==> src/rtl/game_pkg.sv <==
// Shared game constants and types.
// Used by frog_collision, its interface, and the car sprites / renderer.
// No ports: this package holds only localparams and typedefs.
package game_pkg;

  localparam int X_W     = 5;   // column width (cars and player)
  localparam int Y_W     = 4;   // row width (player)
  localparam int MAX_X   = 20;  // last on-screen column
  localparam int LIVES_W = 2;   // lives counter width

  // Each lane occupies this many bits of a packed car-column bus.
  localparam int LANE_W  = 5;

  typedef enum logic [2:0] {
    ST_IDLE     = 3'd0,
    ST_SCAN     = 3'd1,
    ST_HIT      = 3'd2,
    ST_COOLDOWN = 3'd3,
    ST_OVER     = 3'd4
  } fc_state_e;

endpackage

==> src/rtl/frog_collision_if.sv <==
// Collision-checker bus: car columns, player position, reload strobe in;
// hit pulse, lives, game-over, busy and debug state out.
//   master : game top / bench (drives the strobes and positions)
//   slave  : frog_collision
// Strobes (i_car_valid, i_player_moved, i_lives_reload) are one-cycle
// pulses with no back-pressure: the consumer samples them on the edge
// where they are high and the producer never waits for an acknowledge.
interface frog_collision_if
  import game_pkg::*;
#(
  parameter int NUM_LANES = 4
) ();

  logic [NUM_LANES*LANE_W-1:0] i_car_x;
  logic                        i_car_valid;
  logic [X_W-1:0]              i_player_x;
  logic [Y_W-1:0]              i_player_y;
  logic                        i_player_moved;
  logic                        i_lives_reload;
  logic                        o_hit;
  logic [LIVES_W-1:0]          o_lives;
  logic                        o_game_over;
  logic                        o_busy;
  fc_state_e                   dbg_state;

  modport master (
    output i_car_x, i_car_valid, i_player_x, i_player_y,
           i_player_moved, i_lives_reload,
    input  o_hit, o_lives, o_game_over, o_busy, dbg_state
  );

  modport slave (
    input  i_car_x, i_car_valid, i_player_x, i_player_y,
           i_player_moved, i_lives_reload,
    output o_hit, o_lives, o_game_over, o_busy, dbg_state
  );

endinterface

==> src/rtl/frog_collision_cooldown_timer.sv <==
// Loadable down-counter. Loading sets the count; it then decrements once
// per cycle and stops at zero. done_o is high while the count is zero.
// Ports:
//   clk_i, rst_i  : clock, synchronous active-high reset
//   load_i        : load load_val_i this cycle
//   load_val_i    : value to load
//   clear_i       : force count to zero (load wins if both asserted)
//   done_o        : count == 0
module cooldown_timer #(
  parameter int W = 1
) (
  input  logic         clk_i,
  input  logic         rst_i,
  input  logic         load_i,
  input  logic [W-1:0] load_val_i,
  input  logic         clear_i,
  output logic         done_o
);

  logic [W-1:0] cnt_q, cnt_d;

  always_comb begin
    cnt_d = cnt_q;
    if (load_i) begin
      cnt_d = load_val_i;
    end else if (clear_i) begin
      cnt_d = '0;
    end else if (cnt_q != '0) begin
      cnt_d = cnt_q - W'(1);
    end
  end

  always_ff @(posedge clk_i) begin
    if (rst_i) begin
      cnt_q <= '0;
    end else begin
      cnt_q <= cnt_d;
    end
  end

  assign done_o = (cnt_q == '0);

endmodule

==> src/rtl/frog_collision.sv <==
// Frogger collision checker. On a car-column or player-position update it
// snapshots all lanes and the player, scans one lane per cycle for a
// collision, decrements lives on a hit, then holds an invulnerability
// cooldown. Lives reaching zero parks the block in OVER until reload.
// Ports:
//   i_Clk : clock
//   i_Rst : synchronous active-high reset
//   bus   : frog_collision_if slave (positions/strobes in, status out)
module frog_collision
  import game_pkg::*;
#(
  parameter int NUM_LANES       = 4,
  parameter int LANE0_ROW       = 1,
  parameter int START_LIVES     = 3,
  parameter int COOLDOWN_CYCLES = 25000000
) (
  input  logic             i_Clk,
  input  logic             i_Rst,
  frog_collision_if.slave  bus
);

  localparam int LANE_IDX_W = (NUM_LANES > 1) ? $clog2(NUM_LANES) : 1;
  localparam int CNT_W      = (COOLDOWN_CYCLES > 1) ? $clog2(COOLDOWN_CYCLES) : 1;

  fc_state_e                   state_q, state_d;
  logic [LANE_IDX_W-1:0]       lane_q, lane_d;
  logic                        pending_q, pending_d;
  logic [NUM_LANES*LANE_W-1:0] snap_car_q;
  logic [X_W-1:0]              snap_x_q;
  logic [Y_W-1:0]              snap_y_q;
  logic                        snap_en;
  logic                        hit_q, hit_d;
  logic [LIVES_W-1:0]          lives_q, lives_d;
  logic                        over_q, over_d;
  logic                        busy_q;
  logic                        cd_load, cd_clear, cd_done;

  logic                        trig;
  logic [X_W-1:0]              lane_car;
  logic                        lane_hit;
  logic                        last_lane;
  logic [LIVES_W-1:0]          lives_dec;

  // Both strobes in the same cycle are a single trigger.
  assign trig      = bus.i_car_valid | bus.i_player_moved;
  assign lane_car  = snap_car_q[lane_q*LANE_W +: X_W];
  // Off-screen cars never collide; the player column is compared as-is.
  assign lane_hit  = (snap_y_q == (Y_W'(LANE0_ROW) + Y_W'(lane_q))) &&
                     (snap_x_q == lane_car) &&
                     (lane_car <= X_W'(MAX_X));
  assign last_lane = (lane_q == LANE_IDX_W'(NUM_LANES - 1));
  assign lives_dec = (lives_q == '0) ? '0 : lives_q - LIVES_W'(1);

  cooldown_timer #(.W(CNT_W)) u_cooldown (
    .clk_i      (i_Clk),
    .rst_i      (i_Rst),
    .load_i     (cd_load),
    .load_val_i (CNT_W'(COOLDOWN_CYCLES - 1)),
    .clear_i    (cd_clear),
    .done_o     (cd_done)
  );

  // Next-state and next-output logic. Outputs are registered, so o_hit
  // is decided in the SCAN cycle that finds the hit and shows during HIT.
  always_comb begin
    state_d   = state_q;
    lane_d    = lane_q;
    pending_d = pending_q;
    snap_en   = 1'b0;
    hit_d     = 1'b0;
    lives_d   = lives_q;
    over_d    = over_q;
    cd_load   = 1'b0;
    cd_clear  = 1'b0;

    case (state_q)
      ST_IDLE: begin
        if (trig) begin
          snap_en = 1'b1;
          lane_d  = '0;
          state_d = ST_SCAN;
        end
      end

      ST_SCAN: begin
        if (trig) begin
          pending_d = 1'b1;
        end
        if (lane_hit) begin
          state_d = ST_HIT;
          hit_d   = 1'b1;
          lives_d = lives_dec;
          over_d  = (lives_dec == '0);
        end else if (last_lane) begin
          lane_d = '0;
          // A trigger landing on the final lane is folded into the rescan.
          if (pending_q || trig) begin
            snap_en   = 1'b1;
            pending_d = 1'b0;
          end else begin
            state_d = ST_IDLE;
          end
        end else begin
          lane_d = lane_q + LANE_IDX_W'(1);
        end
      end

      ST_HIT: begin
        pending_d = 1'b0;
        lane_d    = '0;
        if (over_q) begin
          state_d = ST_OVER;
        end else begin
          cd_load = 1'b1;
          state_d = ST_COOLDOWN;
        end
      end

      ST_COOLDOWN: begin
        if (cd_done) begin
          state_d = ST_IDLE;
        end
      end

      ST_OVER: begin
        state_d = ST_OVER;
      end

      default: begin
        state_d = ST_IDLE;
      end
    endcase

    // Reload overrides everything decided above, including a hit.
    if (bus.i_lives_reload) begin
      state_d   = ST_IDLE;
      lane_d    = '0;
      pending_d = 1'b0;
      snap_en   = 1'b0;
      hit_d     = 1'b0;
      lives_d   = LIVES_W'(START_LIVES);
      over_d    = 1'b0;
      cd_load   = 1'b0;
      cd_clear  = 1'b1;
    end
  end

  always_ff @(posedge i_Clk) begin
    if (i_Rst) begin
      state_q    <= ST_IDLE;
      lane_q     <= '0;
      pending_q  <= 1'b0;
      snap_car_q <= '0;
      snap_x_q   <= '0;
      snap_y_q   <= '0;
      hit_q      <= 1'b0;
      lives_q    <= LIVES_W'(START_LIVES);
      over_q     <= 1'b0;
      busy_q     <= 1'b0;
    end else begin
      state_q   <= state_d;
      lane_q    <= lane_d;
      pending_q <= pending_d;
      hit_q     <= hit_d;
      lives_q   <= lives_d;
      over_q    <= over_d;
      busy_q    <= (state_d != ST_IDLE);
      if (snap_en) begin
        snap_car_q <= bus.i_car_x;
        snap_x_q   <= bus.i_player_x;
        snap_y_q   <= bus.i_player_y;
      end
    end
  end

  assign bus.o_hit       = hit_q;
  assign bus.o_lives     = lives_q;
  assign bus.o_game_over = over_q;
  assign bus.o_busy      = busy_q;
  assign bus.dbg_state   = state_q;

endmodule

==> src/flat_wrapper.sv <==
// flat-port wrapper written by rule: the top's interface ports become plain ports
module frog_collision_flat import game_pkg::*;
#(
  parameter int NUM_LANES       = 4,
  parameter int LANE0_ROW       = 1,
  parameter int START_LIVES     = 3,
  parameter int COOLDOWN_CYCLES = 25000000
)
  (i_Clk, i_Rst, bus_i_car_x, bus_i_car_valid, bus_i_player_x, bus_i_player_y, bus_i_player_moved, bus_i_lives_reload, bus_o_hit, bus_o_lives, bus_o_game_over, bus_o_busy, bus_dbg_state);
  frog_collision_if #(.NUM_LANES(NUM_LANES)) bus_i ();
  input  logic i_Clk;
  input  logic i_Rst;
  input wire logic [$bits(bus_i.i_car_x)-1:0] bus_i_car_x;
  input wire logic [$bits(bus_i.i_car_valid)-1:0] bus_i_car_valid;
  input wire logic [$bits(bus_i.i_player_x)-1:0] bus_i_player_x;
  input wire logic [$bits(bus_i.i_player_y)-1:0] bus_i_player_y;
  input wire logic [$bits(bus_i.i_player_moved)-1:0] bus_i_player_moved;
  input wire logic [$bits(bus_i.i_lives_reload)-1:0] bus_i_lives_reload;
  output wire logic [$bits(bus_i.o_hit)-1:0] bus_o_hit;
  output wire logic [$bits(bus_i.o_lives)-1:0] bus_o_lives;
  output wire logic [$bits(bus_i.o_game_over)-1:0] bus_o_game_over;
  output wire logic [$bits(bus_i.o_busy)-1:0] bus_o_busy;
  output wire logic [$bits(bus_i.dbg_state)-1:0] bus_dbg_state;
  assign bus_i.i_car_x = bus_i_car_x;
  assign bus_i.i_car_valid = bus_i_car_valid;
  assign bus_i.i_player_x = bus_i_player_x;
  assign bus_i.i_player_y = bus_i_player_y;
  assign bus_i.i_player_moved = bus_i_player_moved;
  assign bus_i.i_lives_reload = bus_i_lives_reload;
  assign bus_o_hit = bus_i.o_hit;
  assign bus_o_lives = bus_i.o_lives;
  assign bus_o_game_over = bus_i.o_game_over;
  assign bus_o_busy = bus_i.o_busy;
  assign bus_dbg_state = bus_i.dbg_state;
  frog_collision #(.NUM_LANES(NUM_LANES), .LANE0_ROW(LANE0_ROW), .START_LIVES(START_LIVES), .COOLDOWN_CYCLES(COOLDOWN_CYCLES)) u_core (.i_Clk(i_Clk), .i_Rst(i_Rst), .bus(bus_i));
endmodule
==> config.mk <==
export PLATFORM = sky130hd
export DESIGN_NAME = frog_collision_flat
export DESIGN_NICKNAME = d
export VERILOG_FILES = /design/src/rtl/game_pkg.sv /design/src/rtl/frog_collision_if.sv /design/src/rtl/frog_collision_cooldown_timer.sv /design/src/rtl/frog_collision.sv /design/src/flat_wrapper.sv
export SDC_FILE = /design/constraint.sdc
export NUM_CORES = 1
export LEC_CHECK = 0
export BUFFER_PORTS_ARGS = -buffer_cell sky130_fd_sc_hd__buf_2
export CAP_MARGIN = 20
export CORE_MARGIN = 2
export CORE_UTILIZATION = 48
export CTS_BUF_LIST = sky130_fd_sc_hd__clkbuf_8
export DETAILED_ROUTE_END_ITERATION = 10
export GPL_TIMING_DRIVEN = 0
export PLACE_DENSITY = 0.71
export RECOVER_POWER = 50
export SYNTH_ARGS = -nofsm -noshare
export SYNTH_HDL_FRONTEND = slang
export SYNTH_SLANG_ARGS = --single-unit
==> constraint.sdc <==
create_clock -name i_Clk -period 2.05 [get_ports i_Clk]
set_input_delay 0.41 -clock i_Clk [delete_from_list [all_inputs] [get_ports i_Clk]]
set_output_delay 0.41 -clock i_Clk [all_outputs]
set_load 0.01 [all_outputs]
==> flow_metrics.env <==
export IMPL_status="finished, violations left"
export IMPL_violations="negative setup slack"
export IMPL_async_flop_share=0
export IMPL_yosysWarnings=0
export IMPL_cts_max_level=3
export IMPL_ys_seq_elements=65
export IMPL_r2r_slack_ps=-250
export IMPL_synth_top_area_cell="dfxtp_1"
export IMPL_hold_path_startpoint="bus_i_player_x[2]"
export IMPL_design_power_total_mw=5.02
export IMPL_die_w_microns=88.3
export IMPL_cp_max_fo=6
export IMPL_rsz0062_at_grt="yes"
export IMPL_synth_commonest_cells="65 x dfxtp_1, 60 x nand2b_1, 34 x mux2i_1"
export IMPL_crit_type="flop to flop"
export IMPL_leakage_nw=1.92
export IMPL_yosysMostFrequentCell="dfxtp_1"
export IMPL_core_area_sq_mm=0.00683
export IMPL_min_period_over_period=1.12
export IMPL_clock_sinks=65
export IMPL_vdd_drop_max_mv=0.504
export IMPL_netlist_top_cells_area="dfxtp_1 38%, nand2b_1 11%, mux2i_1 10%, xnor2_1 4.1%, a21oi_1 3.5%"
export IMPL_vias_per_cell=5.27
export IMPL_cts_buffers=9
export IMPL_min_path_type="input port to flop"
export IMPL_fmax_ghz=0.435
export IMPL_wl_per_cell_microns=15.6
export IMPL_antenna_found_initial=0
export IMPL_grt_total_usage=0.229
export IMPL_drc=0
export IMPL_nets=498
export IMPL_row_count=30
export IMPL_vias=2952
export IMPL_cts_buffer_depth=2
export IMPL_cellPowerDensity_mw_per_mm2=1100
export IMPL_worst_setup_path_end_kind="flop"
export IMPL_hold_viol=0
export IMPL_rr_endpoint="u_core.lane_q[1]"
export IMPL_overflow=0
export IMPL_grt_pass1_vias=2904
export IMPL_layout_setup_ws_ps=-247
export IMPL_slowest_stage="mux4_2"
export IMPL_final_layout_size_suffix_gt1_frac=0.343
export IMPL_required_ps=2330
export IMPL_path_cells="buf_6, mux4_2, o21a_1, o21ai_2, nand3_4, o21ai_0, mux2i_1"
export IMPL_dp_hpwl_microns=5050
export IMPL_io_buffers=41
export IMPL_start_util=0.500
export IMPL_synth_top_area_share=0.381
export IMPL_first_pass_iters=4
export IMPL_cts_root_buffer="clkbuf_8"
export IMPL_hold_depth=3
export IMPL_syn_area_per_cell_sq_um=9.20
export IMPL_pin_count=42
export IMPL_relSlewSlack=0.472
export IMPL_fin_crit_ps=2300
export IMPL_dp_cells=508
export IMPL_synth_edff_count=0
export IMPL_gp_congestion=0.856
export IMPL_grt_max_degree=11
export IMPL_whs_endpoint="u_core.snap_x_q[2]"
export IMPL_slew_violations=0
export IMPL_grt_pass1_wl_microns=13500
export IMPL_ant_nets=0
export IMPL_critical_path_arrival_ps=2580
export IMPL_clk_latency_ps=350
export IMPL_dieArea_sq_mm=0.00780
export IMPL_antenna_cells=0
export IMPL_syn_inst=371
export IMPL_r2r_cells=7
export IMPL_cts_tree="yes"
export IMPL_postCtsHoldBufs=0
export IMPL_maxCapViolCount=0
export IMPL_clkTransAtPathRegs_ps=70
export IMPL_startpoint_type="flop"
export IMPL_slowest_delay_ps=550
export IMPL_fin_skew_ps=7.49
export IMPL_finalNonFillerCells=560
export IMPL_synth_area_sq_mm=0.00341
export IMPL_drt_iter0_drc=92
export IMPL_die_h_microns=88.3
export IMPL_yosysUniqueCellTypes=52
export IMPL_ys_seq_area_frac=0.381
export IMPL_synthesis_nets=408
export IMPL_drt_total_wl_microns=8720
export IMPL_tightest_slew_ps=785
export IMPL_synth_ff_type="dfxtp_1"
export IMPL_r2r_start="u_core.lane_q[1]"
export IMPL_syn_to_final_growth_pct=33.6
export IMPL_finalSetupViolCount=44
==> critical path, delay by kind of cell, from the launching register on <==
| kind | cells | cell delay, ps |
|---|---|---|
| flops | 1 | 340 |
| compound gates | 3 | 850 |
| mux | 2 | 780 |
| simple gates | 1 | 110 |
| buf+inv | 1 | 130 |
==> layer usage <==
layer	GRT usage	routed length (microns)
met5	0	0
met4	0.106	259
met3	0.0625	327
met2	0.393	4450
met1	0.265	3680
==> sequential cells by signal (all words and copies together) (netlist names), 2 cells and up <==
register                 flops
u_core.u_cooldown.cnt_q     25
u_core.snap_car_q           20
u_core.snap_x_q              5
u_core.snap_y_q              4
u_core.bus.dbg_state         3
u_core.bus.o_lives           2
u_core.lane_q                2
==> metrics by stage <==
stage	TNS (ps)	utilization	setup slack (ps)	instance area [sq um]	hold slack (ps)
final	-7450	0.668	-247	4560	307
after global routing	-11880	0.668	-355	4560	310
after CTS	-8750	0.642	-289	4380	307
after detailed placement	-14620	0.554	-403	3780	465
after global placement	-12460	0.554	-360	3780	461
after floorplan	-1610	-	-120	3460	449
==> what timing repair did <==
item,4_1_cts,5_1_grt
hold endpoints to repair,0,0
buffers inserted,30,8
gates cloned,1,1
endpoints found under the setup margin,60,61
pin swaps,21,27
resized for setup,40,29
==> area by class of cell <==
type | instances | area [sq um]
Timing Repair Buffer | 80 | 573
Clock inverter | 3 | 11.3
Buffer | 19 | 136
Sequential cell | 65 | 1310
Tap cell | 96 | 120
Multi-Input combinational cell | 279 | 2230
Clock buffer | 11 | 151
Inverter | 7 | 28.8
Fill cell | 544 | 2270
==> cells by family (layout without fill, tap and decap cells) <==
kind of cell | Yosys count | in the layout | synth area share
and+or+nand+nor | 163 | 163 | 0.272
buffers and inverters | 27 | 120 | 0.0433
adders and majority gates | 3 | 3 | 0.0110
xor gates and xnor gates | 28 | 28 | 0.0718
muxes | 40 | 40 | 0.136
DFF | 65 | 65 | 0.381
AOI/OAI and AO/OA | 45 | 45 | 0.0851
==> power by group <==
part / switching (mW) / internal, mW
combinational: 1.20 / 1.33
clock: 0.480 / 0.479
sequential: 0.128 / 1.41
==> worst max path at each step <==
| stage | startpoint | to | slack, ps |
|---|---|---|---|
| CTS | u_core.lane_q[1] | u_core.snap_car_q[0] | -290 |
| detailed placement | u_core.lane_q[0] | u_core.snap_car_q[2] | -400 |
| global route | u_core.lane_q[1] | u_core.snap_car_q[4] | -350 |
| finish | u_core.lane_q[1] | u_core.lane_q[1] | -250 |
| global placement | u_core.lane_q[0] | u_core.snap_car_q[2] | -360 |
| floorplan | u_core.lane_q[1] | u_core.snap_car_q[0] | -120 |
==> cell usage in the layout, fill, tap and decap left out, types with 2 or more instances in the layout <==
cell type  count
a21oi_1       15
a21oi_2        8
xnor2_1       10
buf_8          4
o21ai_2        3
mux4_2         5
nor2b_1        3
a211oi_1       2
buf_4         29
buf_12         4
a21oi_4        2
or4_4          2
mux2i_1       33
nor3_1         5
clkbuf_1      18
nand4_1        2
nand3b_1       4
nand2b_4       2
dfxtp_2        7
or4_1          4
nand3_2        2
inv_1          8
xor2_1        12
buf_6          7
nand2b_1      59
or3_4          2
or2_2          2
xnor2_2        6
or3_1          3
buf_2         35
nor4_1         3
clkbuf_8      11
nor4_4         3
nor2_1        25
o21ai_0        3
nand2_1       30
dfxtp_1       57
Power figures use the tool's default switching activity.
